--- config.mk ---
export PLATFORM = sky130hd
export DESIGN_NAME = clock_enables
export DESIGN_NICKNAME = d
export VERILOG_FILES = /design/src/rtl/clock_enables.sv
export SDC_FILE = /design/constraint.sdc
export NUM_CORES = 1
export LEC_CHECK = 0
export BUFFER_PORTS_ARGS = -buffer_cell sky130_fd_sc_hd__buf_2
export CORE_AREA = 2 2 39 41
export CTS_CLUSTER_SIZE = 30
export DETAILED_ROUTE_END_ITERATION = 12
export DIE_AREA = 0 0 41 43
export SLEW_MARGIN = 20
export SYNTH_ARGS = -nofsm -noshare
export SYNTH_HDL_FRONTEND = slang
export SYNTH_SLANG_ARGS = --single-unit
export TNS_END_PERCENT = 100
--- constraint.sdc ---
create_clock -name clk_main -period 2.84 [get_ports clk_main]
set_clock_uncertainty 0.1 [all_clocks]
set_input_delay 0.71 -clock clk_main [delete_from_list [all_inputs] [get_ports clk_main]]
set_output_delay 0.71 -clock clk_main [all_outputs]
set_load 0.01 [all_outputs]
--- src/rtl/clock_enables.sv ---
// CPU clock / strobe and ULA clock-enable generator from clk_main.
// Optional CLK_CONTENTION_EN adds cpu_wait_req to stall the CPU rise edge.
module clock_enables #(
  parameter int BASE_DIV = 8,
  parameter int ULA_DIV  = 2
) (
  input  logic       clk_main,
  input  logic       reset,
  input  logic [1:0] cpu_mode,
  input  logic       ula_turbo,
`ifdef CLK_CONTENTION_EN
  input  logic       cpu_wait_req,
`endif
  output logic       clk_cpu,
  output logic       cpu_ce_rise,
  output logic       cpu_ce_fall,
  output logic [1:0] cpu_mode_active,
  output logic       ula_ce
);

  localparam int CW = $clog2(BASE_DIV);
  localparam int UW = (ULA_DIV > 1) ? $clog2(ULA_DIV) : 1;

  typedef logic [CW-1:0] cnt_t;
  typedef logic [UW-1:0] ucnt_t;

  localparam cnt_t  CNT_RST  = cnt_t'(BASE_DIV / 2);
  localparam ucnt_t ULA_LAST = ucnt_t'(ULA_DIV - 1);

  function automatic int period_of(input logic [1:0] m);
    int p;
    p = BASE_DIV >> m;
    if (p < 2) p = 2;
    return p;
  endfunction

  cnt_t  cnt;
  cnt_t  p_last;
  cnt_t  p_half;
  logic  stall;
  ucnt_t ula_cnt;

  always_comb begin
    p_last = cnt_t'(period_of(cpu_mode_active) - 1);
    p_half = cnt_t'(period_of(cpu_mode_active) / 2 - 1);
`ifdef CLK_CONTENTION_EN
    stall  = cpu_wait_req;
`else
    stall  = 1'b0;
`endif
  end

  // Mode is only adopted at a rise, so periods never get cut short.
  always_ff @(posedge clk_main or posedge reset) begin
    if (reset) begin
      cnt             <= CNT_RST;
      clk_cpu         <= 1'b0;
      cpu_ce_rise     <= 1'b0;
      cpu_ce_fall     <= 1'b0;
      cpu_mode_active <= 2'd0;
    end else if (cnt == p_last) begin
      cpu_ce_fall <= 1'b0;
      if (stall) begin
        cpu_ce_rise <= 1'b0;
      end else begin
        cnt             <= '0;
        clk_cpu         <= 1'b1;
        cpu_ce_rise     <= 1'b1;
        cpu_mode_active <= cpu_mode;
      end
    end else if (cnt == p_half) begin
      cnt         <= cnt + cnt_t'(1);
      clk_cpu     <= 1'b0;
      cpu_ce_rise <= 1'b0;
      cpu_ce_fall <= 1'b1;
    end else begin
      cnt         <= cnt + cnt_t'(1);
      cpu_ce_rise <= 1'b0;
      cpu_ce_fall <= 1'b0;
    end
  end

  always_ff @(posedge clk_main or posedge reset) begin
    if (reset) begin
      ula_cnt <= '0;
      ula_ce  <= 1'b0;
    end else if (ula_cnt == ULA_LAST) begin
      ula_cnt <= '0;
      ula_ce  <= 1'b1;
    end else begin
      ula_cnt <= ula_cnt + ucnt_t'(1);
      ula_ce  <= ula_turbo;
    end
  end

endmodule

==> implementation parameters, run 1 <==
Parameter                              Value

Run status
  Result of the run ... finished clean

Critical path
  CP bufs+invs ... 1
  Data required time at the worst endpoint ... 2030 ps
  Worst path slowest cell ... sky130_fd_sc_hd__dfrtp_1
  Cell depth of the worst setup path ... 1
  Critical Path Fanout Max ... 10
  Family of cells with the greatest summed delay on the critical path ... flip-flops
  Worst setup path category ... flip-flop to output pin
  Arrival time of data at the critical path endpoint ... 950 ps
  FF-to-FF path depth ... 3
  Series of cell instances along the critical path ... buf_2
  Kind of end point of the critical path ... output pin
  Largest stage delay, worst path ... 500 ps
  Launching element type of the critical path ... flip-flop

Job
  Max-cap check violation count ... 0

Final layout
  Reg area ... 251 um2
  Final core occ ... 0.422
  Layout cell share with drive strength beyond 1 ... 0.333
  Number of antenna repair diodes ... 0
  Commonest non-fill, non-tap cell in the layout ... sky130_fd_sc_hd__buf_2
  Area growth from synthesis to final layout ... 15.9%
  Fin nets ... 64
  Fill cells ... 128
  Most frequent cells in the layout ... sky130_fd_sc_hd__buf_2, sky130_fd_sc_hd__dfrtp_1, sky130_fd_sc_hd__xnor2_1, sky130_fd_sc_hd__inv_1, sky130_fd_sc_hd__clkbuf_4
  Footprint of the multi-input gates ... 211 um2

Logic synthesis
  Sequential share of the synthesized area ... 0.499
  Synthesized instance count ... 46
  Post-Synth Simple-Gate Area ... 0.149
  Mean post-synth cell area ... 11.0 um2
  Post-synth net total ... 52
  Compound-Gate Fraction of Synth Area ... 0.176
  Post-Synth XOR/XNOR Area ... 0.0695
  Share of synthesized cell area in full adder, half adder and majority cells ... 0.0248
  Multiplexer share of the synthesized area ... 0
  Post-synthesis instance area ... 504 um2
  Number of unique standard cell types used by synthesis ... 29
  YS warnings ... 0
  Synth Register Bits ... 10
  Largest family of logic cells by synthesized area ... compound AO/OA/AOI/OAI gates

Floorplan
  Die height ... ~43 um
  Core area ... 1380 um2
  DIE AREA ... approximately 1800 um2
  Die span in x ... 41 um
  Std-Cell Rows ... 14
  Initial Util ... 0.364
  Boundary Pins ... 11

Detailed routing
  Post-detailed-route wirelength per cell ... between 10 and 15 um
  Top metal layer carrying routed signals ... met4
  Vias ... about 370
  # DRC ... 0
  1st-iter DRT viols ... 7
  Detailed-routed wire length on met3 ... 25 um
  Average vias per placed instance ... about 5.0
  Routed length on met2 ... 424 um
  Router iterations before antenna repair ... 5
  DRT met1 WL ... 449 um
  Remaining antenna violation count ... 0
  Final WL ... 911 um

Placement
  I/O Buffers ... 10
  Routability Congestion ... about 0.75
  Post-detail-place hpwl ... 615 um

STA
  Accumulated negative setup slack ... 0 ps
  Tcrit/Tclk final ... 0.620
  Hold violation count in the final report ... 0
  Post-route minimum period ... 1760 ps
  Rel. slew slack ... 0.734
  Final-report max-slew violation count ... 0
  Setup-failing EPs final ... 0
  Least-Margin Pin Slew ... roughly 400 ps
  Unrepaired setup endpoints after global routing ... false
  Max Freq ... 568 MHz

GRT
  Vias in the first global route ... 333
  Final global-route overflow total ... 0
  Largest net degree at the start of global routing ... 12
  Global-route wire length before repair ... 1460 um
  Initial antenna violation count ... 0
  Overall track demand over capacity in global routing ... 0.127

CTS
  CTS tree ... built
  Number of H-tree levels ... 1
  Number of buffers on the longest clock path ... 2
  Number of buffers created by CTS ... 3
  # resized after CTS ... 0
  Clock tree root buffer cell ... sky130_fd_sc_hd__clkbuf_4
  Insertion delay to the later sink of the worst-skew pair ... ~260 ps
  Number of buffers inserted by post-CTS setup repair ... 0
  Clock Sinks ... 10
  Total of hold buffers inserted after clock tree synthesis ... 0
  Clock transition at the registers of the reported paths ... roughly 70 ps

Power and ir drop
  P per Cell Area ... between 1000 and 1500 nW/um2
  Maximum vdd ir drop ... approximately 0.00038 V
  LEAKAGE ... 0.280 nW

Hold path
  Hold crit path type ... input pin to asynchronous set/reset pin
routing by layer:
layer | up-vias | global-route usage
met5 | - | 0
met4 | 0 | 0.100
met1 | 180 | 0.162
li1 | 180 | -
met2 | 4 | 0.175
met3 | 2 | 0.0314
Yosys cell counts, drive strengths merged:
cell,instances,area share
o22ai,2,0.037
or2,1,0.012
o31ai,1,0.015
or3b,2,0.040
ha,1,0.025
nor2b,1,0.012
o21ai,2,0.020
buf,3,0.052
inv,4,0.030
nand2b,1,0.012
a21boi,1,0.015
a2bb2oi,1,0.017
dfrtp,9,0.45
xnor2,4,0.069
nor2,2,0.015
nand4,1,0.012
nand3b,1,0.015
o32a,1,0.020
dfstp,1,0.052
a21oi,2,0.020
o31a,1,0.017
and2b,1,0.015
nand2,2,0.015
a211oi,1,0.015
state kept, by name, indices dropped and copies added, names as in the netlist:
signal,cells
clk_cpu,1
cnt,3
cpu_ce_fall,1
cpu_ce_rise,1
cpu_mode_active,2
ula_ce,1
ula_cnt,1
per-stage QoR:
stage	instances	cell area [um2]	setup slack, ps	hold slack, ps	power [mW]
2_1_floorplan	46	504	1490	287	0.469
6_report	73	584	1080	310	0.629
4_1_cts	73	584	1090	314	0.632
3_5_place_dp	69	548	1350	307	0.500
3_3_place_gp	69	548	1350	299	0.499
5_1_grt	73	584	1040	341	0.681
where the power goes:
group | total, mW | switching (mW) | internal [mW]
clock network | 0.130 | 0.0524 | 0.0778
logic | 0.240 | 0.104 | 0.136
registers | 0.259 | 0.0712 | 0.188
total | 0.629 | 0.227 | 0.401
path summary, 6_finish.rpt:
kind	slack [ps]	end	start
min	310	ula_ce	reset
max	1080	cpu_mode_active[1]	cpu_mode_active[1]
min reg2reg	310	ula_cnt	ula_cnt
min in group clk_main	310	ula_cnt	ula_cnt
max reg2reg	1410	cnt[1]	cnt[1]
max in group asynchronous	2010	cnt[2]	reset
layout make-up:
cell class | instances | share of cell area
Clock buffer | 4 | 0.0621
Inverter | 4 | 0.0257
Multi-Input combinational cell | 29 | 0.362
Sequential cell | 10 | 0.430
Tap cell | 16 | 0.0343
Timing Repair Buffer | 10 | 0.0857
kinds of logic (layout without fill, tap and decap cells):
family / after synthesis / after routing
adders and majority gates: 1 / 1
DFF: 10 / 10
AOI/OAI and AO/OA: 12 / 12
xor gates and xnor gates: 4 / 4
and+or+nand+nor: 12 / 12
buffers and inverters: 7 / 18
No activity file was read; power rests on OpenSTA's default activity.
==> inputs of run 2 (changes only) <==
clock period = 1.65 ns   (was 2.84 ns; I/O delays follow)
==> run 2 against run 1 <==
Against the previous run:
- the run now ends with negative hold slack left
- core utilization is the same
- critical path type unchanged
- total power grew 72%
- count of clock-buffer cells in the layout is the same
==> implementation parameters, run 2 (synthesis results as in run 1) <==
Parameter                              Value

Critical path
  Worst path slowest cell ... sky130_fd_sc_hd__dfrtp_1 (unchanged)
  Launching element type of the critical path ... flip-flop (unchanged)
  FF-to-FF path depth ... 3 (unchanged)
  Largest stage delay, worst path ... 510 ps (was 500 ps)
  Kind of end point of the critical path ... output pin (unchanged)
  Series of cell instances along the critical path ... buf_2 (unchanged)
  Arrival time of data at the critical path endpoint ... 980 ps (was 950 ps)
  Cell depth of the worst setup path ... 1 (unchanged)
  Critical Path Fanout Max ... 10 (unchanged)
  Family of cells with the greatest summed delay on the critical path ... flip-flops (unchanged)
  CP bufs+invs ... 1 (unchanged)
  Data required time at the worst endpoint ... 1140 ps (was 2030 ps)
  Worst setup path category ... flip-flop to output pin (unchanged)

Power and ir drop
  Maximum vdd ir drop ... 0.000704 V (was 0.000384 V)
  P per Cell Area ... 1840 nW/um2 (was 1080 nW/um2)
  Internal power consumption ... 692 uW (was 401 uW)
  LEAKAGE ... 0.280 nW (unchanged)
  Sequential power share ... 0.411 (was 0.412)
  Part of the power in combinational logic ... 0.384 (was 0.381)
  Part of the power in the clock network ... 0.206 (was 0.207)
  Reported net switching power ... 386 uW (was 227 uW)
  Switching Fraction ... 0.358 (was 0.362)
  Total power ... 1.08 mW (was 629 uW)

STA
  Post-route minimum period ... 1490 ps
  Tcrit/Tclk final ... 0.903
  Unrepaired setup endpoints after global routing ... false (unchanged)
  Hold violation count in the final report ... 5 (was 0)
  Final-report max-slew violation count ... 0 (unchanged)
  Least-Margin Pin Slew ... 358 ps (was 399 ps)
  Rel. slew slack ... 0.761 (was 0.734)
  Hold Slack ... -6.19 ps (was 310 ps)
  Max Freq ... 671 MHz
  Setup-failing EPs final ... 0 (unchanged)
  Accumulated negative setup slack ... 0 ps (unchanged)

CTS
  Insertion delay to the later sink of the worst-skew pair ... 270 ps (was 260 ps)
  Clock transition at the registers of the reported paths ... 70 ps (about the same)
  Number of buffers created by CTS ... 3 (unchanged)
  Total of hold buffers inserted after clock tree synthesis ... 0 (unchanged)
  Number of buffers on the longest clock path ... 2 (unchanged)
  Number of H-tree levels ... 1 (unchanged)
  # resized after CTS ... 0 (unchanged)
  Number of buffers inserted by post-CTS setup repair ... 0 (unchanged)
  Clock tree root buffer cell ... sky130_fd_sc_hd__clkbuf_4 (unchanged)
  Clock Sinks ... 10 (unchanged)
  CTS tree ... built (unchanged)

Floorplan
  Die height ... 43 um (unchanged)
  Die span in x ... 41 um (unchanged)
  Boundary Pins ... 11 (unchanged)
  DIE AREA ... 1760 um2 (unchanged)
  Std-Cell Rows ... 14 (unchanged)
  Initial Util ... 0.364 (unchanged)
  Core area ... 1380 um2 (unchanged)

Final layout
  Registers with the highest flip-flop counts ... cnt (3), cpu_mode_active (2) (unchanged)
  Post-route cell area ... 584 um2 (unchanged)
  Number of antenna repair diodes ... 0 (unchanged)
  Commonest non-fill, non-tap cell in the layout ... sky130_fd_sc_hd__buf_2 (unchanged)
  Flip-flop count of the largest register after layout ... 3 (unchanged)
  Most frequent cells in the layout ... sky130_fd_sc_hd__buf_2, sky130_fd_sc_hd__dfrtp_1, sky130_fd_sc_hd__xnor2_1, sky130_fd_sc_hd__inv_1, sky130_fd_sc_hd__clkbuf_4 (unchanged)
  Fin nets ... 64 (unchanged)
  Fill cells ... 136 (was 128)
  Register with the most flip-flops ... cnt (unchanged)
  Layout cell share with drive strength beyond 1 ... 0.333 (unchanged)
  Area growth from synthesis to final layout ... 15.9% (unchanged)

Detailed routing
  Remaining antenna violation count ... 0 (unchanged)
  Post-detailed-route wirelength per cell ... 11.9 um (was 12.5 um)
  1st-iter DRT viols ... 5 (was 7)
  Vias ... 377 (was 366)
  # DRC ... 0 (unchanged)
  Final WL ... 872 um (was 911 um)
  Router iterations before antenna repair ... 4 (was 5)
  Average vias per placed instance ... 5.16 (was 5.01)

Run status
  Violated checks ... negative hold slack
  Result of the run ... complete, but fails checks (was finished clean)

Hold path
  Hold crit path type ... input pin to asynchronous set/reset pin (unchanged)

Placement
  I/O Buffers ... 10 (unchanged)
  Post-detail-place hpwl ... 614 um (was 615 um)
  Placed cell areas ... 548 um2 (unchanged)
  Routability Congestion ... 0.733 (was 0.748)

Job
  Max-cap check violation count ... 0 (unchanged)

GRT
  Global-route wire length before repair ... 1520 um (was 1460 um)
  Final global-route overflow total ... 0 (unchanged)
  Largest net degree at the start of global routing ... 12 (unchanged)
  Vias in the first global route ... 354 (was 333)
  Initial antenna violation count ... 0 (unchanged)
  Overall track demand over capacity in global routing ... 0.131 (was 0.127)
[run 2: final cells by class]
type | instances | area (um2) | area share
sequential | 10 | 251 | 0.430
multi-input combinational | 29 | 211 | 0.362
timing repair buffer | 10 | 50.0 | 0.0857
tap | 16 | 20.0 | 0.0343
inverter | 4 | 15.0 | 0.0257
clock buffer | 4 | 36.3 | 0.0621
[run 2: metal layers]
metal	up-vias	track usage	part of all wire
met5	-	0	0
met4	0	0.0800	0.026
met3	3	0.0314	0.055
met2	13	0.175	0.45
met1	179	0.183	0.47
li1	182	-	-
[run 2: metrics by stage]
step / instances / util / setup slack (ps)
2_1_floorplan: 46 / - / 296
3_3_place_gp: 69 / 0.396 / 282
3_5_place_dp: 69 / 0.396 / 237
4_1_cts: 73 / 0.422 / 165
5_1_grt: 73 / 0.422 / 115
6_report: 73 / 0.422 / 160
[run 2: power by group through the flow]
stage,sequential [mW],clock [mW],combinational (mW)
5_1_grt,0.461,0.241,0.469
2_1_floorplan,0.386,0,0.420
3_3_place_gp,0.446,0,0.412
4_1_cts,0.443,0.229,0.418
3_5_place_dp,0.447,0,0.411
6_report,0.443,0.222,0.414
[run 2: worst paths after layout]
path | from | endpoint | slack [ps]
max in group asynchronous | reset | cnt[2] | 1150
hold / removal | reset | cnt[0] | -6
setup reg to reg | cpu_mode_active[1] | cnt[1] | 210
setup / recovery | cpu_mode_active[1] | cpu_mode_active[1] | 160
min in group clk_main | ula_turbo | ula_ce | 230
hold reg to reg | ula_cnt | ula_cnt | 310
==> inputs of run 3 (changes only) <==
clock period = 1.9 ns   (was 1.65 ns; I/O delays follow)
==> run 3 against run 2 <==
Against the previous run:
- the run now ends clean
- worst hold slack gained 82 ps
- worst setup slack improved by 220 ps
- final cell count unchanged
- sequential power down 13%
- total power is 14% lower
- combinational power decreased by 14%
- critical path type unchanged
- count of clock-buffer cells in the layout is the same
- die area unchanged
- sequential share of layout area did not move
- clock power decreased by 17%
==> implementation parameters, run 3 (synthesis results as in run 1) <==
Parameter                              Value

Run status
  Result of the run ... finished clean (was complete, but fails checks)

Power and ir drop
  P per Cell Area ... 1580 nW/um2 (was 1840 nW/um2)
  Part of the power in combinational logic ... 0.385 (was 0.384)
  Internal power consumption ... 600 uW (was 692 uW)
  LEAKAGE ... 0.280 nW (unchanged)
  Switching Fraction ... 0.351 (was 0.358)
  Sequential power share ... 0.416 (was 0.411)
  Reported net switching power ... 324 uW (was 386 uW)
  Part of the power in the clock network ... 0.199 (was 0.206)
  Maximum vdd ir drop ... 0.000560 V (was 0.000704 V)

Detailed routing
  Remaining antenna violation count ... 0 (unchanged)
  1st-iter DRT viols ... 5 (unchanged)
  # DRC ... 0 (unchanged)
  Final WL ... 836 um (was 872 um)
  Router iterations before antenna repair ... 4 (unchanged)
  Average vias per placed instance ... 4.99 (was 5.16)
  Routed length on met2 ... 385 um (was 393 um)
  Top metal layer carrying routed signals ... met4 (unchanged)
  Vias ... 364 (was 377)
  Detailed-routed wire length on met3 ... 28 um (was 48 um)
  Post-detailed-route wirelength per cell ... 11.5 um (was 11.9 um)
  DRT met1 WL ... 404 um (was 406 um)

CTS
  Number of buffers created by CTS ... 3 (unchanged)
  Total of hold buffers inserted after clock tree synthesis ... 0 (unchanged)
  Number of H-tree levels ... 1 (unchanged)
  Clock Sinks ... 10 (unchanged)
  Number of buffers inserted by post-CTS setup repair ... 0 (unchanged)
  # resized after CTS ... 0 (unchanged)
  Insertion delay to the later sink of the worst-skew pair ... 260 ps (was 270 ps)
  Clock tree root buffer cell ... sky130_fd_sc_hd__clkbuf_4 (unchanged)
  Number of buffers on the longest clock path ... 2 (unchanged)
  Clock transition at the registers of the reported paths ... 60 ps (was 70 ps)
  CTS tree ... built (unchanged)

Placement
  Post-detail-place hpwl ... 628 um (was 614 um)
  Routability Congestion ... 0.737 (was 0.733)
  I/O Buffers ... 10 (unchanged)
  Worst setup slack after placement ... 500 ps (was 237 ps)

GRT
  Vias in the first global route ... 339 (was 354)
  Largest net degree at the start of global routing ... 12 (unchanged)
  Initial antenna violation count ... 0 (unchanged)
  Final global-route overflow total ... 0 (unchanged)
  Overall track demand over capacity in global routing ... 0.123 (was 0.131)
  Global-route wire length before repair ... 1390 um (was 1520 um)

Critical path
  Worst setup path category ... flip-flop to output pin (unchanged)
  Series of cell instances along the critical path ... buf_2 (unchanged)
  Worst setup slack for register-to-register paths ... 480 ps (was 210 ps)
  Endpoint of the worst-slack reg-to-reg timing path ... cnt[1] (unchanged)
  Kind of end point of the critical path ... output pin (unchanged)
  Reg2reg start ... cpu_mode_active[1] (unchanged)
  FF-to-FF path depth ... 3 (unchanged)
  Data required time at the worst endpoint ... 1320 ps (was 1140 ps)
  CP bufs+invs ... 1 (unchanged)
  Worst path slowest cell ... sky130_fd_sc_hd__dfrtp_1 (unchanged)
  Launching element type of the critical path ... flip-flop (unchanged)
  Largest stage delay, worst path ... 500 ps (was 510 ps)
  Critical Path Fanout Max ... 10 (unchanged)
  Family of cells with the greatest summed delay on the critical path ... flip-flops (unchanged)
  Arrival time of data at the critical path endpoint ... 950 ps (was 980 ps)

STA
  Max Freq ... 657 MHz
  Unrepaired setup endpoints after global routing ... false (unchanged)
  Final-report max-slew violation count ... 0 (unchanged)
  Rel. slew slack ... 0.752 (was 0.761)
  Final Worst Setup Slack ... 377 ps (was 160 ps)
  Tcrit/Tclk final ... 0.802
  Least-Margin Pin Slew ... 371 ps (was 358 ps)
  Setup-failing EPs final ... 0 (unchanged)
  Accumulated negative setup slack ... 0 ps (unchanged)
  Post-route minimum period ... 1520 ps
  Hold violation count in the final report ... 0 (was 5)

Floorplan
  Die span in x ... 41 um (unchanged)
  Die height ... 43 um (unchanged)
  DIE AREA ... 1760 um2 (unchanged)
  Std-Cell Rows ... 14 (unchanged)
  Core area ... 1380 um2 (unchanged)
  Boundary Pins ... 11 (unchanged)
  Initial Util ... 0.364 (unchanged)

Final layout
  Area growth from synthesis to final layout ... 15.9% (unchanged)
  Commonest non-fill, non-tap cell in the layout ... sky130_fd_sc_hd__buf_2 (unchanged)
  Most frequent cells in the layout ... sky130_fd_sc_hd__buf_2, sky130_fd_sc_hd__dfrtp_1, sky130_fd_sc_hd__xnor2_1, sky130_fd_sc_hd__inv_1, sky130_fd_sc_hd__clkbuf_4 (unchanged)
  Number of antenna repair diodes ... 0 (unchanged)
  Fin nets ... 64 (unchanged)
  Registers with the highest flip-flop counts ... cnt (3), cpu_mode_active (2) (unchanged)
  Register with the most flip-flops ... cnt (unchanged)
  Flip-flop count of the largest register after layout ... 3 (unchanged)
  Layout cell share with drive strength beyond 1 ... 0.333 (unchanged)

Hold path
  Hold crit path type ... input pin to asynchronous set/reset pin (unchanged)

Job
  Max-cap check violation count ... 0 (unchanged)
## run 3: cell counts in the layout (fill, tap and decap cells not counted)
Identical to the previous run, type by type.
## run 3: cell type report
| type | instances | area, um2 |
|---|---|---|
| Sequential cell | 10 | 251 |
| Tap cell | 16 | 20.0 |
| Inverter | 4 | 15.0 |
| Timing Repair Buffer | 10 | 50.0 |
| Clock buffer | 4 | 36.3 |
| Multi-Input combinational cell | 29 | 211 |
| Fill cell | 142 | 800 |
## run 3: power by group through the flow
stage | clock (mW) | sequential [mW] | combinational (mW)
floorplan | 0 | 0.335 | 0.365
global placement | 0 | 0.387 | 0.358
detailed placement | 0 | 0.389 | 0.362
CTS | 0.193 | 0.385 | 0.364
global route | 0.212 | 0.399 | 0.400
finish | 0.184 | 0.385 | 0.356
## run 3: per-stage QoR
step           instance area (um2)  std cells  hold slack [ps]  power, mW   util
2_1_floorplan                  504         46              214      0.700      -
3_3_place_gp                   548         69              300      0.745  0.396
3_5_place_dp                   548         69              305      0.752  0.396
4_1_cts                        584         73             85.8      0.942  0.422
5_1_grt                        584         73             98.0       1.01  0.422
6_report                       584         73             75.7      0.924  0.422
## run 3: per-layer routing
| metal | vias to the layer above | GRT usage |
|---|---|---|
| met3 | 2 | 0.0628 |
| met1 | 177 | 0.154 |
| met5 | - | 0 |
| met4 | 0 | 0.0800 |
| met2 | 6 | 0.159 |
| li1 | 179 | - |
## run 3: worst max path at each step
| stage | start | to | depth (start not counted) | slack (ps) |
|---|---|---|---|---|
| 6_report | cpu_mode_active[1] | cpu_mode_active[1] | 1 | 380 |
| 3_3_place_gp | cpu_mode_active[1] | clk_cpu | 3 | 530 |
| 4_1_cts | cpu_mode_active[1] | cpu_mode_active[1] | 1 | 370 |
| 5_1_grt | cpu_mode_active[1] | cpu_mode_active[1] | 1 | 310 |
| 2_1_floorplan | cpu_mode_active[1] | cnt[1] | 4 | 550 |
| 3_5_place_dp | cpu_mode_active[1] | cnt[1] | 3 | 500 |
